### config.mk
export PLATFORM = sky130hd
export DESIGN_NAME = store_buffer
export DESIGN_NICKNAME = d
export VERILOG_FILES = /design/src/rtl/store_buffer_pkg.sv /design/src/rtl/store_buffer_fifo.sv /design/src/rtl/store_buffer.sv
export SDC_FILE = /design/constraint.sdc
export NUM_CORES = 1
export LEC_CHECK = 0
export CAP_MARGIN = 20
export CORE_ASPECT_RATIO = 1.5
export CORE_MARGIN = 2
export CORE_UTILIZATION = 55
export CTS_BUF_LIST = sky130_fd_sc_hd__clkbuf_16
export CTS_CLUSTER_SIZE = 40
export DETAILED_ROUTE_END_ITERATION = 12
export HOLD_SLACK_MARGIN = 0.15
export PLACE_DENSITY = 0.82
export SYNTH_ARGS = -nofsm -noshare
export SYNTH_HDL_FRONTEND = slang
export SYNTH_SLANG_ARGS = --single-unit
### constraint.sdc
create_clock -name clk -period 5 [get_ports clk]
set_input_delay 1 -clock clk [delete_from_list [all_inputs] [get_ports clk]]
set_output_delay 1 -clock clk [all_outputs]
set_load 0.005 [all_outputs]
### src/rtl/store_buffer_pkg.sv
// Shared types for the store buffer: FSM states and the queued store entry.
package store_buffer_pkg;

    // One downstream cache transaction at a time; loads and stores share WAIT_HI/WAIT_LO.
    typedef enum logic [2:0] {
        IDLE,
        ISSUE_RD,
        ISSUE_WR,
        WAIT_HI,
        WAIT_LO,
        DONE_RD
    } sb_state_e;

    // Queued store: byte address, store data, cache sign_mask ([3]=sign, [2]=word, [1]=half, [0]=byte).
    typedef struct packed {
        logic [31:0] addr;
        logic [31:0] data;
        logic [3:0]  mask;
    } sb_entry_t;

endpackage

### src/rtl/store_buffer_fifo.sv
// Store queue: DEPTH entries, head/full/empty, and a parallel word-address match
// against every valid entry (including the head while it is being written out).
module store_buffer_fifo
    import store_buffer_pkg::*;
#(
    parameter int DEPTH = 4,
    parameter int PTR_W = 2
) (
    input  logic            clk,
    input  logic            reset,
    input  logic            push,
    input  sb_entry_t       push_entry,
    input  logic            pop,
    input  logic [29:0]     match_word,
    output sb_entry_t       head,
    output logic            full,
    output logic            empty,
    output logic            hit
);

    sb_entry_t        entries [DEPTH];
    logic [PTR_W-1:0] wr_ptr;
    logic [PTR_W-1:0] rd_ptr;
    logic [PTR_W:0]   count_q;
    logic [PTR_W-1:0] offset;

    // Entry storage written at the tail.
    // NOTE: the array has no reset; an entry is only ever observed when count_q says it is valid.
    always_ff @(posedge clk) begin
        if (push) begin
            entries[wr_ptr] <= push_entry;
        end
    end

    // Pointers and occupancy; pointers wrap naturally because DEPTH is a power of two.
    // NOTE: sequential state uses non-blocking assignments so every flop samples pre-edge values.
    always_ff @(posedge clk or posedge reset) begin
        if (reset) begin
            wr_ptr  <= '0;
            rd_ptr  <= '0;
            count_q <= '0;
        end else begin
            if (push) wr_ptr <= wr_ptr + 1'b1;
            if (pop)  rd_ptr <= rd_ptr + 1'b1;
            case ({push, pop})
                2'b10:   count_q <= count_q + 1'b1;
                2'b01:   count_q <= count_q - 1'b1;
                default: count_q <= count_q;
            endcase
        end
    end

    // Word-address match across all valid entries, head included.
    // NOTE: every output of this block gets a default first, so no latch can be inferred.
    always_comb begin
        hit    = 1'b0;
        offset = '0;
        for (int i = 0; i < DEPTH; i++) begin
            offset = PTR_W'(i) - rd_ptr;
            if (({1'b0, offset} < count_q) && (entries[i].addr[31:2] == match_word)) begin
                hit = 1'b1;
            end
        end
    end

    assign head  = entries[rd_ptr];
    assign full  = (count_q == (PTR_W + 1)'(DEPTH));
    assign empty = (count_q == '0);

endmodule

### src/rtl/store_buffer.sv
// Posted-write buffer between the CPU memory stage and the cache port. Stores retire
// into a queue; loads take priority unless they hit a queued word, which drains first.
module store_buffer
    import store_buffer_pkg::*;
#(
    parameter int DEPTH = 4,
    parameter int PTR_W = 2
) (
    input  logic        clk,
    input  logic        reset,
    input  logic        cpu_memwrite,
    input  logic        cpu_memread,
    input  logic [31:0] cpu_addr,
    input  logic [31:0] cpu_write_data,
    input  logic [3:0]  cpu_sign_mask,
    output logic [31:0] cpu_read_data,
    output logic        cpu_stall,
    output logic [31:0] mem_addr,
    output logic [31:0] mem_write_data,
    output logic        mem_memwrite,
    output logic        mem_memread,
    output logic [3:0]  mem_sign_mask,
    input  logic [31:0] mem_read_data,
    input  logic        mem_stall
);

    sb_state_e state;
    sb_state_e state_nxt;
    logic      op_rd_q;     // transaction in flight is a load
    logic      skip_rd_q;   // cycle after DONE_RD: the CPU may still show the finished load
    logic      load_pend;
    logic      push;
    logic      pop;
    logic      full;
    logic      empty;
    logic      hit;
    sb_entry_t push_entry;
    sb_entry_t head;

    assign load_pend  = cpu_memread && !skip_rd_q;
    assign push       = cpu_memwrite && !full;
    assign pop        = (state == WAIT_LO) && !mem_stall && !op_rd_q;
    assign push_entry = '{addr: cpu_addr, data: cpu_write_data, mask: cpu_sign_mask};

    // Full is the registered count, so a store arriving at full stalls even during a pop.
    assign cpu_stall = !reset && ((cpu_memwrite && full) ||
                                  (load_pend && (state != DONE_RD)));

    store_buffer_fifo #(
        .DEPTH (DEPTH),
        .PTR_W (PTR_W)
    ) u_fifo (
        .clk        (clk),
        .reset      (reset),
        .push       (push),
        .push_entry (push_entry),
        .pop        (pop),
        .match_word (cpu_addr[31:2]),
        .head       (head),
        .full       (full),
        .empty      (empty),
        .hit        (hit)
    );

    // FSM state register.
    always_ff @(posedge clk or posedge reset) begin
        if (reset) state <= IDLE;
        else       state <= state_nxt;
    end

    // Next state: a non-matching load wins over queued stores; a matching load waits.
    always_comb begin
        state_nxt = state;
        case (state)
            IDLE: begin
                if (load_pend && !hit) state_nxt = ISSUE_RD;
                else if (!empty)       state_nxt = ISSUE_WR;
            end
            ISSUE_RD, ISSUE_WR: state_nxt = WAIT_HI;
            WAIT_HI:  if (mem_stall)  state_nxt = WAIT_LO;
            WAIT_LO:  if (!mem_stall) state_nxt = op_rd_q ? DONE_RD : IDLE;
            DONE_RD:  state_nxt = IDLE;
            default:  state_nxt = IDLE;
        endcase
    end

    // Registered cache request, load result capture and the post-load skip flag.
    always_ff @(posedge clk or posedge reset) begin
        if (reset) begin
            op_rd_q        <= 1'b0;
            skip_rd_q      <= 1'b0;
            mem_addr       <= '0;
            mem_write_data <= '0;
            mem_memwrite   <= 1'b0;
            mem_memread    <= 1'b0;
            mem_sign_mask  <= '0;
            cpu_read_data  <= '0;
        end else begin
            skip_rd_q    <= (state == DONE_RD);
            mem_memread  <= (state_nxt == ISSUE_RD);
            mem_memwrite <= (state_nxt == ISSUE_WR);
            if (state_nxt == ISSUE_RD) begin
                op_rd_q       <= 1'b1;
                mem_addr      <= cpu_addr;
                mem_sign_mask <= cpu_sign_mask;
            end else if (state_nxt == ISSUE_WR) begin
                op_rd_q        <= 1'b0;
                mem_addr       <= head.addr;
                mem_write_data <= head.data;
                mem_sign_mask  <= head.mask;
            end
            // Captured on the edge into DONE_RD so it is valid while cpu_stall is low.
            if ((state == WAIT_LO) && !mem_stall && op_rd_q) begin
                cpu_read_data <= mem_read_data;
            end
        end
    end

endmodule
* Word-level counts from Yosys, hierarchy flattened
Memories as Yosys holds them, arrays and structs flattened.
Index checks and enable logic that the tools add are counted.
** Operators by class
- $add $sub $neg :: 8
- $lt $le $gt $ge :: 4
- Equality and inequality tests :: 15
- Muxes and demuxes :: 19
- Bitwise logic cells :: 1
- Reductions and logical operators :: 26
** Operators by type and width (number)
- 30-bit equality test :: 4
- 32-bit two-way mux :: 2
- 3-bit two-way mux :: 5
- 1-bit logical AND :: 13
- 2-bit by 3-bit less-than comparator with 1-bit output :: 4
- 3-bit case mux with 4 select lines :: 1
- 3-bit by 2-bit equality test with 1-bit output, second input constant :: 3
- 3-bit equality test, second input constant :: 3
- 1-bit two-way mux :: 8
- 4-bit two-way mux :: 2
- 3-bit by 1-bit equality test with 1-bit output, second input constant :: 2
- 1-bit logical NOT :: 6
- 3-bit logical NOT :: 2
- 3-bit case mux with 2 select lines :: 1
- 2-bit by 1-bit adder with 2-bit output, second input constant :: 2
- 2-bit nonzero test :: 2
- 1-bit by 2-bit subtractor with 2-bit output, first input constant :: 2
- 2-bit subtractor, first input constant :: 2
- 3-bit by 1-bit adder with 3-bit output, second input constant :: 1
- 3-bit != test, second input constant :: 1
- 3-bit by 1-bit subtractor with 3-bit output, second input constant :: 1
- 2-bit by 1-bit equality test with 1-bit output, second input constant :: 1
- 2-bit equality test, second input constant :: 1
- 2-bit AND reduction :: 1
- other kinds (3) :: 3
** Word-level totals
- Register bits :: 114
- Memory bits (writable) :: 272
- Output and inout bits :: 103
- Word-level logic and storage cells :: 86
- Memories kept :: 1
** Memory list
- u_fifo.entries :: words 4, bits a word 68, rd ports 5, clocked after memory_dff 0, write ports 1, line store_buffer_fifo.sv:21 : sb_entry_t entries [DEPTH];

* Logic depth before layout (Yosys ltp)
- Depth in word-level cells :: 14
- Depth in mapped cells :: 15

* Hierarchy
From an unflattened synthesis, not the netlist that was laid out.
** Second synthesis, totals
- Cells, all modules :: 903
- Area total of the unflattened synthesis :: 16220.6 um2
** Modules (own cells, without submodules)
- store_buffer_fifo :: instances 1, cells each 571, area an instance 11607.4 um2, seq. area each 8343.0 um2
- store_buffer :: instances 1, cells each 332, area an instance 4613.2 um2, seq. area each 2677.6 um2

* Worst setup path before layout
No wires, ideal clock.
- Path type :: register to register
- Start :: reg u_fifo.rd_ptr[1]
- End :: reg mem_write_data[0]
- Data arrival time :: 3.341 ns
- Required time :: 4.875 ns
- Slack :: 1.534 ns
- Stages on the path, launching flop included :: 16
- Period minus slack after synthesis :: 3.466 ns
- Cell sequence :: dfrtp_1 clkbuf_1 clkbuf_1 buf_1 xnor2_1 inv_1 ha_1 a31oi_1 nand4_1 o31ai_1 or4_1 buf_4 and2_4 buf_6 buf_8 mux2_4
** On the way
- Word-level cells in the longest chain between the ends :: 14
- Elaborated cells between the ends (all ways) :: 25
- Classes of those cells :: add/sub (4); order compare (4); eq/ne (2); mux (6); bitwise (1); reduce/logical (7); memory (1)
** RTL lines
- from (decl) :: line store_buffer_fifo.sv:23 : logic [PTR_W-1:0] rd_ptr;
- from (signal assigned) :: line store_buffer_fifo.sv:44 : if (pop) rd_ptr <= rd_ptr + 1'b1;
- 1-bit by 2-bit subtractor with 2-bit output :: line store_buffer_fifo.sv:59 : offset = PTR_W'(i) - rd_ptr;
- 2-bit by 3-bit less-than comparator with 1-bit output :: line store_buffer_fifo.sv:60 : if (({1'b0, offset} < count_q) && (entries[i].addr[31:2] == match_word)) begin
- 1-bit logical AND :: line store_buffer_fifo.sv:60
- 1-bit two-way mux (4 in series) :: line store_buffer_fifo.sv:60
- 1-bit logical NOT :: line store_buffer.sv:76 : if (load_pend && !hit) state_nxt = ISSUE_RD;
- 1-bit logical AND :: line store_buffer.sv:76
- 3-bit two-way mux :: line store_buffer.sv:76
- 3-bit case mux with 4 select lines :: line store_buffer.sv:74 : case (state)
- 3-bit by 1-bit equality test with 1-bit output :: line store_buffer.sv:102 : if (state_nxt == ISSUE_RD) begin
- 1-bit inverter (no source line)
- 2-bit AND reduction (no source line)
- to (signal assigned) :: line store_buffer.sv:109 : mem_write_data <= head.data;
- to (decl) :: line store_buffer.sv:19 : output logic [31:0] mem_write_data,
Parallel ways exist; a longest one is shown, timed or not.
A chain may end at the register's enable or synchronous reset.

* Worst setup path after layout
- Start :: in cpu_addr[2]
- End :: reg mem_addr[20]
** On the way
- Word-level cells in the longest chain between the ends :: 12
- Elaborated cells between the ends (all ways) :: 20
- Classes of those cells :: eq/ne (6); mux (7); reduce/logical (7)
** RTL lines
- from (decl) :: line store_buffer.sv:13 : input logic [31:0] cpu_addr,
- 30-bit equality test :: line store_buffer_fifo.sv:60
- 1-bit logical AND :: line store_buffer_fifo.sv:60
- 1-bit two-way mux (3 in series) :: line store_buffer_fifo.sv:60
- 1-bit two-way mux (*) :: line store_buffer_fifo.sv:60
- 1-bit logical NOT (*) :: line store_buffer.sv:76
- 1-bit logical AND (*) :: line store_buffer.sv:76
- 3-bit two-way mux (*) :: line store_buffer.sv:76
- 3-bit case mux with 4 select lines (*) :: line store_buffer.sv:74
- 3-bit by 1-bit equality test with 1-bit output / 3-bit by 2-bit equality test with 1-bit output (equally long branches) :: line store_buffer.sv:102, store_buffer.sv:106
- 32-bit two-way mux / 2-bit nonzero test (equally long branches)
- to (signal assigned) :: line store_buffer.sv:104 : mem_addr <= cpu_addr;
- to (signal assigned) :: line store_buffer.sv:108 : mem_addr <= head.addr;
- to (decl) :: line store_buffer.sv:18 : output logic [31:0] mem_addr,
Every way passes the cells marked *; elsewhere a longest branch is shown, timed or not.

==> reports/metrics.cfg <==
[run_status]
status=finished, final reports clean

[clocking]
holdBufCountCts=0
cts_setup_buffers=0
h-tree-depth=2
clockBufferDepth=3
insertion_delay_ns=0.53
tritoncts=done
clock_sinks=386
cts-root-buf=clkbuf_16
clk_pin_slew_ns=0.06
cts_buffers=37
cts.repair.resized=0

[setup_path]
startpoint_type=input port
cp_slowest_stage_delay_ns=0.73
cp.required_ns=5.44
crit_slowest_cell=or4_2
path_cells=clkdlybuf4s50_1, xor2_1, nor4_1, nand4_1, o31ai_1, or4_2, buf_4, a21oi_4, buf_4, a2bb2oi_1
end_kind=flop
crit_fanout=36
setup.worst_path.class=input port to flop
cpMostUsedCell=buf_4
cp_data_arrival_time_ns=4.20

[die]
rows=77
initial_utilization_pct=55.8
dieArea_um2=31400
core_area_um2=29500
die_h_um=216
io_pins=208
die_x_um=145

[route]
num_vias=8965
drt-wirelength-per-cell_um=23.4
drtIter0Drc=559
wirelength_um=36500
viasPerCell=5.76
drc=0
drt-pass1-iter-count=5
final_antenna_net_count=0

[grt]
grt_pass1_wl_um=55800
antenna_found_initial=2
grt_overflow=0
grt_pass1_vias=9588
grt_max_degree=70
grtUsageTotal_pct=23.4

[sta]
slew_viol_final=0
fin_tns_setup_ns=0
setup_ws_ns=1.25
slew_headroom_pct=40.4
finalSetupViolations=0
finalClockSkew_ns=0.0122
hold-worst-slack_ns=0.502
clock.fmax_ghz=0.266
tightest_slew_ns=0.894
grt_setup_unrepaired=no
finalHoldViolCount=0
fin_crit_ns=3.75
fin_crit_sh_pct=75.1

[synth]
netlist_instances=933
synth_nets=1048
synth-compound-area-share_pct=2.74
synth.distinct_cells=42
synthSimpleGateAreaFrac_pct=3.78
synth_edf_count=272
synth.most_common_cell=edfxtp_1
yosys-top-cells-count=edfxtp_1 (272), dfrtp_1 (114), xor2_1 (112), mux4_2 (68), a2bb2oi_1 (37)
synth_area_leader_cell=edfxtp_1
synth_top_family_by_area=multiplexers
synthXorXnorAreaFrac_pct=6.76
synth_seq_area_share_pct=66.9
syn_avg_cell_area_um2=17.6
async_flop_share_pct=29.5
yosys_register_bits=386
yosys-top-cells-area=edfxtp_1 (50%), dfrtp_1 (17%), mux4_2 (9.3%), xor2_1 (6.0%), mux2_4 (2.6%)
yosys.area_share.adder_pct=0.806
synth_top_flop_cell=edfxtp_1
synthMuxAreaShare_pct=16.5
yosysWarnings=0
syn_area_um2=16500
synth_top_area_share_pct=49.6

[pwr]
peakVddDrop_v=0.000368
power_frac_comb_pct=32.5
p_int_uw=8110
pwr-share-clk_pct=24.7
p_leak_uw=0.00740
p_sw_uw=3250
power_density_nw_per_um2=565
p_sw_share_pct=28.6
seq_power_share_pct=42.8

[layout]
drive_gt1_share_pct=22.1
area_growth_pct=22.0
num-nets-final=1245

[flow_run]
cap_violations=0

[worst_hold_path]
min_path_type=flop to flop

[placed_design]
io_buffers=207
dp_hpwl_um=23700
gp_congestion=0.972
pre_cts_slack_ns=0.701

==> critical path, delay by kind of cell <==
family	cells	cell delay, ns
buffers and inverters	3	1.34
and+or+nand+nor	3	1.01
AOI/OAI and AO/OA	3	0.41
xor gates and xnor gates	1	0.41
==> cell usage in the layout (no fill, tap or decap), types with 4 or more instances in the layout <==
cell type / n
edfxtp_1: 272
clkdlybuf4s50_1: 207
xor2_1: 112
dfrtp_1: 112
mux4_2: 68
clkbuf_16: 39
a2bb2oi_1: 37
or2_2: 36
mux2i_1: 36
mux2_2: 35
mux2_4: 29
nor4_1: 25
buf_4: 18
xnor2_1: 15
inv_1: 13
clkinv_1: 10
ha_1: 9
nor2_1: 8
nand4_1: 7
nand2_1: 7
a21oi_1: 6
clkinv_2: 6
nand3_1: 5
nor3_1: 5
and2_4: 5
bufinv_16: 4
==> path summary, 6_finish.rpt <==
check | start | end | slack [ns] | cells past startpoint
setup / recovery | cpu_addr[2] | mem_addr[20]$_DFFE_PP0P_ | 1.25 | 10
hold / removal | cpu_read_data[0]$_DFFE_PP0P_ | cpu_read_data[0]$_DFFE_PP0P_ | 0.50 | 1
setup reg to reg | u_fifo.rd_ptr[1]$_DFFE_PP0P_ | mem_addr[20]$_DFFE_PP0P_ | 1.44 | 11
hold reg to reg | cpu_read_data[0]$_DFFE_PP0P_ | cpu_read_data[0]$_DFFE_PP0P_ | 0.50 | 1
max in group asynchronous | reset | mem_write_data[26]$_DFFE_PP0P_ | 3.03 | 3
min in group asynchronous | reset | cpu_read_data[7]$_DFFE_PP0P_ | 1.05 | 2
==> final cells by class <==
cell class,count,area [um2]
fillers,1997,9390
diodes,2,5.00
clock buffers,39,976
multi-input cells,467,5060
inverters,11,43.8
clock inverters,29,239
flip-flops and latches,386,11000
well taps,395,494
repair buffers,227,2250
==> power groups by stage <==
| stage | Combinational (uW) | Sequential (uW) | Clock (uW) |
|---|---|---|---|
| after floorplan | 2230 | 4800 | 0 |
| after global placement | 3660 | 4890 | 0 |
| after detailed placement | 3740 | 4910 | 0 |
| after CTS | 3760 | 4870 | 2840 |
| after global routing | 3970 | 4950 | 2960 |
| final | 3690 | 4870 | 2800 |
==> logic make-up after synthesis <==
logic type,Yosys count
fa+ha+maj,10
compound gates,55
mux,168
flops,386
simple gates,107
xor+xnor,127
buf+inv,80
==> layer usage <==
layer	track usage [%]	wire [um]
met5	0	0
met2	40.6	18900
met3	5.24	2470
met1	28.0	13600
met4	10.9	1540
==> per-stage QoR <==
stage	instances	cell area [um2]	utilization [%]	total power, uW
floorplan	933	16500	-	7030
global placement	1486	18900	64.0	8550
detailed placement	1486	18900	64.0	8650
CTS	1554	20100	68.1	11500
global route	1556	20100	68.2	11900
finish	1556	20100	68.2	11400
==> state kept, by name (all words and copies together) (netlist names), 3 cells and up <==
register	count
cpu_read_data	32
mem_addr	32
mem_sign_mask	4
mem_write_data	32
state	3
u_fifo.count_q	3
u_fifo.entries	272
No activity file was read; power rests on OpenSTA's default activity.
